`config.mk`:
```
export PLATFORM = sky130hd
export DESIGN_NAME = seq_mul32
export DESIGN_NICKNAME = d
export VERILOG_FILES = /design/src/rtl/seq_mul32_pkg.sv /design/src/rtl/cla32.sv /design/src/rtl/neg64.sv /design/src/rtl/seq_mul32.sv
export SDC_FILE = /design/constraint.sdc
export NUM_CORES = 1
export LEC_CHECK = 0
export BUFFER_PORTS_ARGS = -buffer_cell sky130_fd_sc_hd__buf_2
export CORE_MARGIN = 5
export CORE_UTILIZATION = 53
export CTS_CLUSTER_SIZE = 16
export DETAILED_ROUTE_END_ITERATION = 10
export PLACE_DENSITY = 0.78
export RECOVER_POWER = 50
export SYNTH_ARGS = -nofsm -noshare
export SYNTH_HDL_FRONTEND = slang
export SYNTH_SLANG_ARGS = --single-unit
```
`constraint.sdc`:
```
create_clock -name clk -period 3.35 [get_ports clk]
set_input_delay 0.1675 -clock clk [delete_from_list [all_inputs] [get_ports clk]]
set_output_delay 0.1675 -clock clk [all_outputs]
set_load 0.02 [all_outputs]
```
`src/rtl/seq_mul32_pkg.sv`:
```
// rtl/seq_mul32_pkg.sv - shared state encoding and constants for seq_mul32
package seq_mul32_pkg;

   typedef enum logic [1:0] {
      S_IDLE = 2'd0,
      S_RUN  = 2'd1,
      S_FIX  = 2'd2,
      S_DONE = 2'd3
   } mul_state_t;

   localparam int MUL_ITER = 32;

endpackage

```
`src/rtl/cla32.sv`:
```
// rtl/cla32.sv - 32-bit carry-lookahead adder, 4-bit lookahead groups
module cla32 (
   input  logic [31:0] a,
   input  logic [31:0] b,
   input  logic        ci,
   output logic [31:0] s,
   output logic        co
);

   logic [31:0] w_g;
   logic [31:0] w_p;
   logic [32:0] w_c;

   assign w_g = a & b;
   assign w_p = a ^ b;

   // carries computed per 4-bit group from the group's carry-in
   always_comb begin
      w_c = '0;
      w_c[0] = ci;
      for (int k = 0; k < 8; k++) begin
         w_c[4*k+1] = w_g[4*k] | (w_p[4*k] & w_c[4*k]);
         w_c[4*k+2] = w_g[4*k+1] | (w_p[4*k+1] & w_g[4*k])
                    | (w_p[4*k+1] & w_p[4*k] & w_c[4*k]);
         w_c[4*k+3] = w_g[4*k+2] | (w_p[4*k+2] & w_g[4*k+1])
                    | (w_p[4*k+2] & w_p[4*k+1] & w_g[4*k])
                    | (w_p[4*k+2] & w_p[4*k+1] & w_p[4*k] & w_c[4*k]);
         w_c[4*k+4] = w_g[4*k+3] | (w_p[4*k+3] & w_g[4*k+2])
                    | (w_p[4*k+3] & w_p[4*k+2] & w_g[4*k+1])
                    | (w_p[4*k+3] & w_p[4*k+2] & w_p[4*k+1] & w_g[4*k])
                    | (w_p[4*k+3] & w_p[4*k+2] & w_p[4*k+1] & w_p[4*k] & w_c[4*k]);
      end
   end

   assign s  = w_p ^ w_c[31:0];
   assign co = w_c[32];

endmodule

```
`src/rtl/neg64.sv`:
```
// rtl/neg64.sv - 64-bit conditional two's-complement negation
module neg64 (
   input  logic        i_en,
   input  logic [63:0] i_x,
   output logic [63:0] o_y
);

   assign o_y = i_en ? (~i_x + 64'd1) : i_x;

endmodule

```
`src/rtl/seq_mul32.sv`:
```
// rtl/seq_mul32.sv - iterative shift-add 32x32->64 multiplier (MULT/MULTU)
import seq_mul32_pkg::*;

module seq_mul32 #(
   parameter int WIDTH = 32,
   parameter int CNT_W = 6
) (
   input  logic             clk,
   input  logic             clrn,
   input  logic             start,
   input  logic             is_signed,
   input  logic [WIDTH-1:0] a,
   input  logic [WIDTH-1:0] b,
   output logic             busy,
   output logic             ready,
   output logic [WIDTH-1:0] hi,
   output logic [WIDTH-1:0] lo
);

   mul_state_t         r_state;
   mul_state_t         w_next;
   logic [WIDTH-1:0]   r_mcand;
   logic [WIDTH-1:0]   r_hi;
   logic [WIDTH-1:0]   r_lo;
   logic [CNT_W-1:0]   r_cnt;
   logic               r_neg;
   logic               r_ready;

   logic [WIDTH-1:0]   w_addend;
   logic [WIDTH-1:0]   w_sum;
   logic               w_co;
   logic [2*WIDTH-1:0] w_fixed;
   logic [WIDTH-1:0]   w_abs_a;
   logic [WIDTH-1:0]   w_abs_b;
   logic               w_last;

   // magnitudes of the operands; 0x80000000 stays as-is and is read as unsigned
   assign w_abs_a = (is_signed & a[WIDTH-1]) ? (~a + WIDTH'(1)) : a;
   assign w_abs_b = (is_signed & b[WIDTH-1]) ? (~b + WIDTH'(1)) : b;

   assign w_addend = r_lo[0] ? r_mcand : '0;
   assign w_last   = (r_cnt == CNT_W'(MUL_ITER - 1));

   cla32 u_cla32 (
      .a  (r_hi),
      .b  (w_addend),
      .ci (1'b0),
      .s  (w_sum),
      .co (w_co)
   );

   neg64 u_neg64 (
      .i_en (r_neg),
      .i_x  ({r_hi, r_lo}),
      .o_y  (w_fixed)
   );

   // state register
   always_ff @(posedge clk or negedge clrn) begin
      if (!clrn) r_state <= S_IDLE;
      else       r_state <= w_next;
   end

   // next-state: one pass through RUN per partial product, then sign fix-up
   always_comb begin
      w_next = r_state;
      case (r_state)
         S_IDLE:  if (start) w_next = S_RUN;
         S_RUN:   if (w_last) w_next = S_FIX;
         S_FIX:   w_next = S_DONE;
         default: w_next = S_IDLE;
      endcase
   end

   // datapath: load magnitudes, accumulate-and-shift, then apply sign
   always_ff @(posedge clk or negedge clrn) begin
      if (!clrn) begin
         r_mcand <= '0;
         r_hi    <= '0;
         r_lo    <= '0;
         r_cnt   <= '0;
         r_neg   <= 1'b0;
      end else begin
         case (r_state)
            S_IDLE: begin
               if (start) begin
                  r_mcand <= w_abs_a;
                  r_lo    <= w_abs_b;
                  r_hi    <= '0;
                  r_cnt   <= '0;
                  r_neg   <= is_signed & (a[WIDTH-1] ^ b[WIDTH-1]);
               end
            end
            S_RUN: begin
               // adder carry-out becomes the new top bit of hi
               r_hi  <= {w_co, w_sum[WIDTH-1:1]};
               r_lo  <= {w_sum[0], r_lo[WIDTH-1:1]};
               r_cnt <= r_cnt + CNT_W'(1);
            end
            S_FIX: begin
               {r_hi, r_lo} <= w_fixed;
            end
            default: ;
         endcase
      end
   end

   // ready is a registered decode of DONE
   always_ff @(posedge clk or negedge clrn) begin
      if (!clrn) r_ready <= 1'b0;
      else       r_ready <= (r_state == S_DONE);
   end

   assign busy  = (r_state == S_RUN) | (r_state == S_FIX);
   assign ready = r_ready;
   assign hi    = r_hi;
   assign lo    = r_lo;

endmodule
```
# == Word level (Yosys, flattened, before mapping) ==
# Index checks and enable logic that the tools add are counted.
# classes
add_sub_neg,4
multipliers,0
div_mod_pow,0
order_cmp,0
eq_ne,7
shift,0
n_mux,13
bitwise,208
reduce_logical,7
# op_table
op,n
$pmux 32 s3,2
$mux 32,5
$and 1x1->1,124
$or 1x1->1,77
$add 32x1->32 const B,2
$add 64x1->64 const B,1
$mux 64,1
$not 32->32,2
$not 64->64,1
$xor 32x32->32,2
$and 32x32->32,1
$pmux 6 s2,1
$add 6x1->6 const B,1
$eq 6x5->1 const B,1
$mux 6,1
$ne 2x2->1 const B,3
$pmux 2 s3,1
$reduce_and 2->1,3
$eq 2x2->1 const B,2
$mux 2,2
$reduce_and 3->1,1
$reduce_bool 3->1,1
$eq 2x1->1 const B,1
$logic_not 2->1,1
2 further kinds,2
# totals
ff_bits,106
latch_bits,0
mem_bits_rw,0
romBits,0
input_bits,68
output_inout_bits,66
word_cells,246
n_memories,0

# == Longest topological paths before layout ==
# Gate-level depths: netlist of run 1.
# depth
word_depth,22
depth_mapped,14
ltp_nobuf,13

# == Hierarchy ==
# A second synthesis of run 1 with hierarchy kept.
# hier_totals
hier_cells,1147
area_unflattened_um2,9806.9
# by_module_without_submodules
module,n_inst,cells_per_inst,area_each_um2,seq_area_each_um2
seq_mul32,1,744,6613.8,2652.5
neg64,1,206,1649.1,0.0
cla32,1,197,1544.0,0.0

# == Least setup slack after synthesis of run 1 ==
# Ideal clock, no wire load.
# synth_path
path_kind,reg2reg
startpoint,"register r_lo[0], in the netlist lo[0]"
endpoint,"register r_hi[27], in the netlist hi[27]"
setup_ns,0.121
t_arrival_ns,3.395
t_required_ns,3.229
slack_ns,-0.166
path_stages_with_launch,15
path_buffers,1
period_less_slack_ns,3.516
cell_sequence,dfrtp_1 -> clkbuf_1 -> and2_1 -> ha_1 -> nand3_1 -> or2_2 -> or3_1 -> o32a_1 -> and2_1 -> o21ai_0 -> a21o_1 -> fa_1 -> nand2_1 -> o31ai_1 -> a22o_1
# synth_between
elab_chain_cells,20
elab_cells_between_ends,82
cone_classes,add/sub (1); mux (3); bitwise (78)
# synth_rtl
element,line_no,rtl
from (decl),seq_mul32.sv:24,logic [WIDTH-1:0] r_lo;
from (signal assigned),seq_mul32.sv:88,r_lo <= w_abs_b;
from (signal assigned),seq_mul32.sv:97,"r_lo <= {w_sum[0], r_lo[WIDTH-1:1]};"
from (signal assigned),seq_mul32.sv:101,"{r_hi, r_lo} <= w_fixed;"
$mux 32,seq_mul32.sv:41,assign w_addend = r_lo[0] ? r_mcand : '0;
$xor 32x32->32 / $and 32x32->32 (equally long branches),"cla32.sv:15, cla32.sv:14",
$and 1x1->1 (on tied branches),"cla32.sv:28, cla32.sv:29, cla32.sv:30",
$or 1x1->1 (tied with other cells),cla32.sv:28,w_c[4*k+4] = w_g[4*k+3] | (w_p[4*k+3] & w_g[4*k+2])
$or 1x1->1 / $and 1x1->1 (equally long branches),"cla32.sv:29, cla32.sv:30",
$or 1x1->1,cla32.sv:30,| (w_p[4*k+3] & w_p[4*k+2] & w_p[4*k+1] & w_g[4*k])
$and 1x1->1,cla32.sv:31,| (w_p[4*k+3] & w_p[4*k+2] & w_p[4*k+1] & w_p[4*k] & w_c[4*k]);
$or 1x1->1,cla32.sv:31,
(+4 left out),n/a,
$and 1x1->1,cla32.sv:31,
$or 1x1->1,cla32.sv:31,
$and 1x1->1,cla32.sv:31,
$or 1x1->1,cla32.sv:31,
$and 1x1->1,cla32.sv:31,
$or 1x1->1,cla32.sv:31,
$xor 32x32->32,cla32.sv:35,assign s = w_p ^ w_c[31:0];
$pmux 32 s3 (*),seq_mul32.sv:84,case (r_state)
to (signal assigned),seq_mul32.sv:96,"r_hi <= {w_co, w_sum[WIDTH-1:1]};"
to (signal assigned),seq_mul32.sv:101,
to (decl),seq_mul32.sv:23,logic [WIDTH-1:0] r_hi;
# Mark *: on every way between the ends. The rest lies on a longest branch, timed or not. The select of a mux whose other input is x is not followed.
# A chain may end at the register's enable or synchronous reset.

# == Final worst setup path of run 1 ==
# Ends and elaborated chain as after synthesis.

==> results of run 1 <==
[cell families (layout without fill, tap and decap cells)]
family	count (synthesis)	after routing	share of synthesized area, %
multiplexers	14	14	1.644
AO/OA/AOI/OAI	329	329	23.11
adder cells (fa/ha/maj)	48	48	7.547
flip-flops	106	106	30.30
buffers and inverters	79	261	3.402
XOR/XNOR	99	99	9.906
AND/OR/NAND/NOR	421	421	24.09
[critical path, cell delays in order, from the launching register on]
cell and delay [ps]:
dfrtp_2 440, buf_12 150, buf_4 160, and2_1 170, ha_4 290, nand4_1 150, or3_1 330, o32a_1 220
and2_4 180, o21ai_2 140, a21o_1 150, fa_1 400, nand2_1 70, o31ai_1 90, a22o_1 220
[power by group through the flow]
stage / clock [mW] / combinational (mW) / sequential (mW)
after floorplan: 0 / 3.62 / 2.72
after global placement: 0 / 5.78 / 2.38
after detailed placement: 0 / 5.90 / 2.41
after CTS: 1.21 / 6.03 / 2.36
after global routing: 1.26 / 6.98 / 2.48
final: 1.19 / 6.35 / 2.40
[flip-flops by register name, summed over array words and instances (netlist names)]
name / flops
hi: 32
r_state: 2
r_cnt: 6
r_neg: 1
ready: 1
lo: 32
r_mcand: 32
[layer usage]
metal | up-vias | track usage [%] | wire length (um)
met5 | - | 0 | 0
met4 | 0 | 11.75 | 919
met3 | 75 | 5.387 | 2396
met2 | 448 | 43.78 | 12600
met1 | 4369 | 35.54 | 11260
li1 | 4338 | - | -
[worst paths after layout]
path	end	slack (ps)
setup / recovery	hi[27]	70
hold / removal	lo[0]	100
setup reg to reg	hi[27]	70
hold reg to reg	r_mcand[29]	480
max in group asynchronous	lo[25]	1420
min in group asynchronous	lo[9]	380
[cell type report]
type / instances / area (um^2) / share of cell area [%]
timing repair buffer: 219 / 1281 / 11.92
clock inverter: 2 / 60.06 / 0.5586
clock buffer: 14 / 264.0 / 2.455
multi-input combinational: 911 / 6120 / 56.92
sequential: 106 / 2654 / 24.68
tap: 220 / 275.3 / 2.560
inverter: 26 / 97.59 / 0.9077
[what timing repair did]
item,in CTS,in global routing
resized for setup,4,43
pin swaps,3,17
buffers inserted,4,10
setup endpoints to repair,2,9
[placed cells by master (no fill, tap or decap), types with 16 or more instances in the layout]
master | netlist | routed
nand2_1 | 126 | 125
o21ai_0 | 116 | 111
dfrtp_1 | 106 | 105
buf_2 | 1 | 101
nor2_1 | 86 | 85
buf_4 | 0 | 82
a21oi_1 | 74 | 72
xnor2_1 | 60 | 60
nor3_1 | 52 | 52
xor2_1 | 39 | 39
clkbuf_1 | 49 | 36
and2_1 | 41 | 32
or3_1 | 26 | 26
inv_1 | 25 | 25
ha_1 | 40 | 24
nand3_1 | 24 | 22
a21o_1 | 16 | 16
ha_4 | 0 | 16
==> impl_metrics.env, run 1 <==
export IMPL_status="finished with violations"
export IMPL_violations="max-capacitance violations, max-slew violations"
export IMPL_synth_edff_count=0
export IMPL_dp_cells=1468
export IMPL_ant_nets=0
export IMPL_synth_warnings=0
export IMPL_p_total_mw=9.948
export IMPL_htreeDepth=3
export IMPL_p_leak_nw=4.668
export IMPL_cts_buffer_depth=2
export IMPL_worst_ir_drop_vdd_mv=0.5644
export IMPL_syn_num_nets=1212
export IMPL_cp_data_required_time_ps=3590
export IMPL_drive_above_1_share_pct=20.11
export IMPL_hold_depth=3
export IMPL_io_buffers=133
export IMPL_power_per_cell_area_nw_per_um2=925.3
export IMPL_netlist_area_um2=8753
export IMPL_yosys_area_top_type="dfrtp_1"
export IMPL_async_reset_ff_share_pct=100.0
export IMPL_clkPwrFrac_pct=12.0
export IMPL_tns_ps=0
export IMPL_cts_root_buffer_cell="clkbuf_16"
export IMPL_finalSetupViolCount=0
export IMPL_ys_ff_latch=106
export IMPL_utilization_pct=65.53
export IMPL_diodes=0
export IMPL_synth_flop_cell="dfrtp_1"
export IMPL_finalHoldViolCount=0
export IMPL_gp_congestion=0.9819
export IMPL_first_global_vias=8752
export IMPL_drt_iter0_drc=870
export IMPL_die_area_um2=19190
export IMPL_seqPwrFrac_pct=24.1
export IMPL_worstMarginPinSlew_ps=2168
export IMPL_synth_cell_types=68
export IMPL_synth_top_area_share_pct=30.30
export IMPL_crit_path_start="lo[0]"
export IMPL_io_pins=134
export IMPL_avgSynthCellArea_um2=7.987
export IMPL_track_usage_pct=27.11
export IMPL_fin_ws_ps=72.16
export IMPL_r2r_cells=14
export IMPL_antenna_found_initial=0
export IMPL_dieWidth_um=138.5
export IMPL_grt_pass1_wl_mm=43.31
export IMPL_cts_tree="yes"
export IMPL_drv_cap=1
export IMPL_switching_share_pct=49.61
export IMPL_grt_ovfl_total=0
export IMPL_min_path_type="in -> reg"
export IMPL_switching_power_mw=4.935
export IMPL_synth_most_common_cell="nand2_1"
export IMPL_critPathCaptureType="register"
export IMPL_post_place_ws_ps=-25.21
export IMPL_cp_max_fo=14
export IMPL_placed_area_um2=10080
export IMPL_numCtsBuffers=9
export IMPL_min_period_over_period_pct=97.85
export IMPL_synth_area_leaders="dfrtp_1 30%, o21ai_0 6.6%, xnor2_1 6.0%"
export IMPL_netlist_top_cells_count="126 x nand2_1, 116 x o21ai_0, 106 x dfrtp_1, 86 x nor2_1, 74 x a21oi_1"
export IMPL_fin_skew_ps=10.38
export IMPL_fp_dieH_um=138.5
export IMPL_p_int_mw=5.013
export IMPL_final_net_count=1389
export IMPL_initial_core_util_pct=53.35
export IMPL_core_um2=16410
export IMPL_area_delta_synth_final_pct=22.83
export IMPL_grt_max_degree=84
export IMPL_ctsHoldBuffers=0
export IMPL_timing_rr_start="lo[0]"
export IMPL_hpwl_mm=19.29
export IMPL_whs_ps=97.79
export IMPL_insertion_delay_ps=360
export IMPL_drc_errors=0
export IMPL_synth_seq_area_share_pct=30.30
export IMPL_firstDrtPassIters=5
export IMPL_synth_cells=1096
export IMPL_fin_area_um2=10750
export IMPL_wl_per_cell_um=18.13
export IMPL_std_cell_rows=47
export IMPL_worst_setup_path_start_kind="register"
export IMPL_worstPathArrival_ps=3520
export IMPL_final_cells=1498
export IMPL_relSlewSlack_pct=-44.56
export IMPL_clkTransAtPathRegs_ps=70
export IMPL_slew_viol_final=84
export IMPL_fmax_mhz=305.1
export IMPL_min_period_ps=3278
export IMPL_viasPerCell=6.162
export IMPL_n_fill_cell=1380
export IMPL_cts_sinks=106
export IMPL_min_from="b[0]"
export IMPL_via_count=9230
export IMPL_worstSetupPathType="reg -> reg"
export IMPL_routed_wl_mm=27.17
export IMPL_pwr_share_comb_pct=63.9
No activity file was read; power rests on OpenSTA's default activity.
==> run 2: changes to the inputs <==
CORE_MARGIN = 8   (was 5)
==> run 2 against run 1 <==
Net effect:
- the flow still finishes with violations (max-capacitance violations, max-slew violations)
- flip-flop and latch count stayed put
- worst hold slack better by 16 ps
- sequential power hardly changed
- routed wire length is 1.8% lower
- via count is 2.0% lower
- largest cell class unchanged
- first-iteration DRC count is 9.9% lower
==> impl_metrics.env, run 2 (synthesis gave the netlist of run 1 again) <==
export IMPL_firstDrtPassIters=5
export IMPL_drc_errors=0
export IMPL_io_pins=134
export IMPL_min_path_type="in -> reg"
export IMPL_area_delta_synth_final_pct=18.45
export IMPL_ant_nets=0
export IMPL_grt_setup_unrepaired="yes"
export IMPL_hpwl_mm=19.69
export IMPL_final_net_count=1377
export IMPL_p_leak_nw=4.464
export IMPL_diodes=0
export IMPL_numCtsBuffers=9
export IMPL_first_global_vias=8575
export IMPL_timing_rr_start="lo[0]"
export IMPL_crit_path_start="lo[0]"
export IMPL_core_um2=16350
export IMPL_min_period_ps=3248
export IMPL_io_buffers=133
export IMPL_violations="max-capacitance violations, max-slew violations"
export IMPL_status="finished with violations"
export IMPL_insertion_delay_ps=360
export IMPL_power_per_cell_area_nw_per_um2=914.2
export IMPL_viasPerCell=6.087
export IMPL_track_usage_pct=25.57
export IMPL_finalSetupViolCount=0
export IMPL_htreeDepth=3
export IMPL_die_area_um2=20880
export IMPL_std_cell_rows=47
export IMPL_met2_usage_pct=41.20
export IMPL_fin_area_um2=10370
export IMPL_top_usage_layer="met2"
export IMPL_fin_ws_ps=101.9
export IMPL_relSlewSlack_pct=-3.366
export IMPL_cts_sinks=106
export IMPL_min_period_over_period_pct=96.96
export IMPL_fp_dieH_um=144.5
export IMPL_wl_per_cell_um=17.96
export IMPL_drt_iter0_drc=784
export IMPL_cts_tree="yes"
export IMPL_slew_viol_final=62
export IMPL_initial_core_util_pct=53.54
export IMPL_worstSetupPathType="reg -> reg"
export IMPL_dieWidth_um=144.5
export IMPL_grt_pass1_wl_mm=42.73
export IMPL_slowest_delay_ps=440
export IMPL_fmax_mhz=307.9
export IMPL_cpMaxStageDelayCell="dfrtp_2"
export IMPL_cts_buffer_depth=2
export IMPL_final_common_cell="nand2_1"
export IMPL_worst_setup_path_start_kind="register"
export IMPL_cp_max_fo=5
export IMPL_utilization_pct=63.42
export IMPL_via_count=9046
export IMPL_grt_max_degree=62
export IMPL_grt_ovfl_total=0
export IMPL_worst_ir_drop_vdd_mv=0.4596
export IMPL_gp_congestion=0.8855
export IMPL_met1_usage_pct=33.57
export IMPL_post_place_ws_ps=-48.35
export IMPL_finalHoldViolCount=0
export IMPL_grt_use_met3_pct=4.094
export IMPL_cp_data_required_time_ps=3600
export IMPL_worstMarginPinSlew_ps=1550
export IMPL_antenna_found_initial=0
export IMPL_crit_chain="buf_12 -> and2_1 -> ha_4 -> buf_4 -> a21oi_1 -> nand3_1 -> a32oi_1 -> o32a_1 -> and2_4 -> o21ai_4 -> a21o_1 -> fa_1 -> nand2_1 -> o31ai_1 -> a22o_1"
export IMPL_worstPathArrival_ps=3500
export IMPL_min_from="a[31]"
export IMPL_layout_common_cells="125 x nand2_1, 108 x o21ai_0, 105 x dfrtp_1, 86 x nor2_1, 73 x buf_2"
export IMPL_drv_cap=1
export IMPL_fin_skew_ps=12.98
export IMPL_clkTransAtPathRegs_ps=70
export IMPL_drive_above_1_share_pct=15.01
export IMPL_crit_family="compound AO/OA/AOI/OAI gates"
export IMPL_placed_area_um2=10050
export IMPL_routed_wl_mm=26.69
export IMPL_cp_buffers_inverters=2
export IMPL_n_fill_cell=1472
export IMPL_cts_root_buffer_cell="clkbuf_16"
export IMPL_critPathCaptureType="register"
[run 2: path summary, 6_finish.rpt]
path / end / slack (ps) / cells after the start
worst max register to register: hi[27] / 100 / 15
max in group asynchronous: hi[21] / 690 / 3
worst max-delay path: hi[27] / 100 / 15
min in group asynchronous: lo[14] / 710 / 2
worst min register to register: r_mcand[8] / 470 / 2
worst min-delay path: r_mcand[31] / 110 / 3
[run 2: layout make-up]
class                           instances  area, um^2  area share (%)
Clock buffer                           13       250.2           2.413
Clock inverter                          3       15.01          0.1448
Inverter                               26       97.59          0.9412
Multi-Input combinational cell        911        5941           57.29
Sequential cell                       106        2654           25.59
Tap cell                              220       275.3           2.655
Timing Repair Buffer                  207        1136           10.96
[run 2: timing repair]
action                                 4_1_cts  5_1_grt
endpoints found under the hold margin       59        0
buffers inserted                             3        2
pin swaps                                    3       12
setup endpoints to repair                    2        6
hold buffers                                 1        0
resized for setup                            4       24
cloned                                       0        0
[run 2: per-stage QoR]
| step | setup TNS [ps] | hold slack (ps) | power (mW) | std cells |
|---|---|---|---|---|
| detailed placement | -76.57 | 296.4 | 8.315 | 1464 |
| global route | -71.53 | 132.3 | 10.22 | 1486 |
| global placement | 0 | 292.6 | 8.136 | 1464 |
| floorplan | 0 | -128.1 | 6.341 | 1096 |
| finish | 0 | 113.6 | 9.479 | 1486 |
| CTS | 0 | 107.0 | 9.380 | 1484 |
[run 2: worst reg2reg max path, delay by kind of cell, from the launching register on]
family / cells / cell delay (ps)
compound gates: 7 / 1240
fa+ha+maj: 2 / 650
simple gates: 4 / 530
flops: 1 / 440
buf+inv: 2 / 280
[run 2: routing by layer]
layer / wire (um) / vias up / part of all wire [%]
met5: 0 / - / 0
met4: 705 / 0 / 2.6
met3: 2325 / 56 / 8.7
met2: 12230 / 409 / 46
met1: 11420 / 4252 / 43
li1: - / 4329 / -
[run 2: where the power goes]
group	internal [mW]	leakage [nW]	switching [mW]	total, mW
clock	0.523	0.133	0.484	1.01
sequential	1.84	1.34	0.568	2.41
combinational	2.28	2.99	3.79	6.07
total	4.64	4.46	4.84	9.48
==> run 3: changes to the inputs <==
MAX_ROUTING_LAYER = met4   (was unset)
==> run 3 against run 2 <==
Net effect:
- the run now ends clean
- worst hold slack got worse by 9.8 ps
- sequential share of layout area decreased by 0.29 points
- cell area increased by 1.1%
- sequential power about the same
- flip-flop and latch count unchanged
- via count decreased by 0.76%
- critical endpoint unchanged
==> impl_metrics.env, run 3 (synthesis gave the netlist of run 1 again) <==
export IMPL_ant_nets=0
export IMPL_die_area_um2=20880
export IMPL_clkTransAtPathRegs_ps=70
export IMPL_cts_tree="yes"
export IMPL_first_global_vias=8540
export IMPL_final_net_count=1378
export IMPL_p_leak_nw=4.519
export IMPL_area_delta_synth_final_pct=19.80
export IMPL_antenna_found_initial=0
export IMPL_min_from="a[31]"
export IMPL_grt_max_degree=55
export IMPL_wl_per_cell_um=17.95
export IMPL_gp_congestion=0.9405
export IMPL_routed_wl_mm=26.69
export IMPL_std_cell_rows=47
export IMPL_dieWidth_um=144.5
export IMPL_htreeDepth=3
export IMPL_tns_ps=0
export IMPL_relSlewSlack_pct=8.934
export IMPL_worstPathArrival_ps=3520
export IMPL_fmax_mhz=305.7
export IMPL_fin_skew_ps=8.220
export IMPL_firstDrtPassIters=5
export IMPL_worst_setup_path_start_kind="register"
export IMPL_numCtsBuffers=9
export IMPL_timing_rr_start="lo[0]"
export IMPL_final_cells=1487
export IMPL_initial_core_util_pct=53.54
export IMPL_viasPerCell=6.037
export IMPL_min_path_type="in -> reg"
export IMPL_diodes=0
export IMPL_layout_common_cells="125 x nand2_1, 111 x o21ai_0, 105 x dfrtp_1, 85 x nor2_1, 74 x buf_2"
export IMPL_drc_errors=0
export IMPL_via_count=8977
export IMPL_finalSetupViolCount=0
export IMPL_cts_sinks=106
export IMPL_finalHoldViolCount=0
export IMPL_cts_buffer_depth=2
export IMPL_grt_pass1_wl_mm=43.01
export IMPL_holdPathEnd="r_mcand[31]"
export IMPL_p_total_mw=9.754
export IMPL_power_per_cell_area_nw_per_um2=930.2
export IMPL_drv_cap=0
export IMPL_worstSetupPathType="reg -> reg"
export IMPL_track_usage_pct=26.41
export IMPL_cp_max_fo=6
export IMPL_min_period_over_period_pct=97.64
export IMPL_utilization_pct=64.14
export IMPL_slew_viol_final=0
export IMPL_core_um2=16350
export IMPL_drive_above_1_share_pct=15.94
export IMPL_r2r_end="hi[27]"
export IMPL_io_pins=134
export IMPL_r2r_setup_slack_ps=80
export IMPL_grt_ovfl_total=0
export IMPL_r2r_cells=14
export IMPL_n_fill_cell=1461
export IMPL_crit_path_start="lo[0]"
export IMPL_critPathCaptureType="register"
export IMPL_status="completed"
export IMPL_fp_dieH_um=144.5
export IMPL_whs_ps=103.8
export IMPL_min_period_ps=3271
export IMPL_hold_depth=3
export IMPL_worstMarginPinSlew_ps=1366
export IMPL_grt_setup_unrepaired="yes"
export IMPL_io_buffers=133
export IMPL_cts_root_buffer_cell="clkbuf_16"
export IMPL_dp_cells=1466
export IMPL_insertion_delay_ps=360
export IMPL_drt_iter0_drc=660
export IMPL_final_common_cell="nand2_1"
export IMPL_hpwl_mm=19.57
export IMPL_cp_data_required_time_ps=3600
export IMPL_worst_ir_drop_vdd_mv=0.4794
## run 3: changes by cell type in the layout (fill, tap and decap cells not counted), moves of 3 or more
cell | previous run | this run
and2_1 | 36 | 40
o21ai_0 | 108 | 111
clkbuf_1 | 70 | 64
and2_4 | 5 | 1
o21ai_1 | 12 | 7
ha_1 | 35 | 32
buf_4 | 63 | 67
bufinv_16 | 0 | 3
## run 3: layout make-up
| type | instances | area, um^2 | area share (%) |
|---|---|---|---|
| flip-flops and latches | 106 | 2654 | 25.31 |
| clock inverters | 5 | 100.1 | 0.9545 |
| inverters | 26 | 97.59 | 0.9307 |
| multi-input cells | 911 | 5967 | 56.90 |
| repair buffers | 208 | 1140 | 10.87 |
| clock buffers | 11 | 252.7 | 2.410 |
| well taps | 220 | 275.3 | 2.625 |
## run 3: stage by stage
step                      worst slack [ps]  area, um^2
after floorplan                      14.17        8785
after global placement               26.20       10070
after detailed placement            -19.36       10070
after CTS                           -15.97       10440
after global routing                -73.94       10490
final                                79.04       10490
## run 3: critical path, stage by stage (launching register included)
cell and delay, ps:
dfrtp_2 470, buf_6 150, and2_1 160, ha_4 280, nand3_2 80, or2_4 260
or3_1 350, o32a_1 200, and2_4 190, o21ai_4 130, a21o_1 140, fa_1 400
nand2_1 70, o31ai_1 70, a22o_1 220
## run 3: report_power, final
group | total [mW] | switching [mW] | internal, mW
Combinational | 6.08 | 3.79 | 2.30
Sequential | 2.39 | 0.556 | 1.84
Clock | 1.28 | 0.506 | 0.770
## run 3: timing repair
action / in CTS / in global routing
cloned: 0 / 0
endpoints found under the hold margin: 52 / 0
gates resized for setup: 3 / 27
endpoints found under the setup margin: 3 / 6
hold buffers: 1 / 0
buffers inserted: 1 / 3
pin swaps: 1 / 10
## run 3: per-layer routing
metal  GRT usage [%]  wire, um  vias up  share of wire, %
li1                -         -     4319                 -
met1           34.73     11870     4246                44
met2           41.94     12310      379                46
met3           3.500      2051       33               7.7
met4           7.667       454        0               1.7
met5               -         0        -                 0
## run 3: worst max-delay path by stage
stage	end
2_1_floorplan	hi[27]
3_3_place_gp	hi[27]
3_5_place_dp	hi[28]
4_1_cts	hi[28]
5_1_grt	hi[28]
6_report	hi[27]
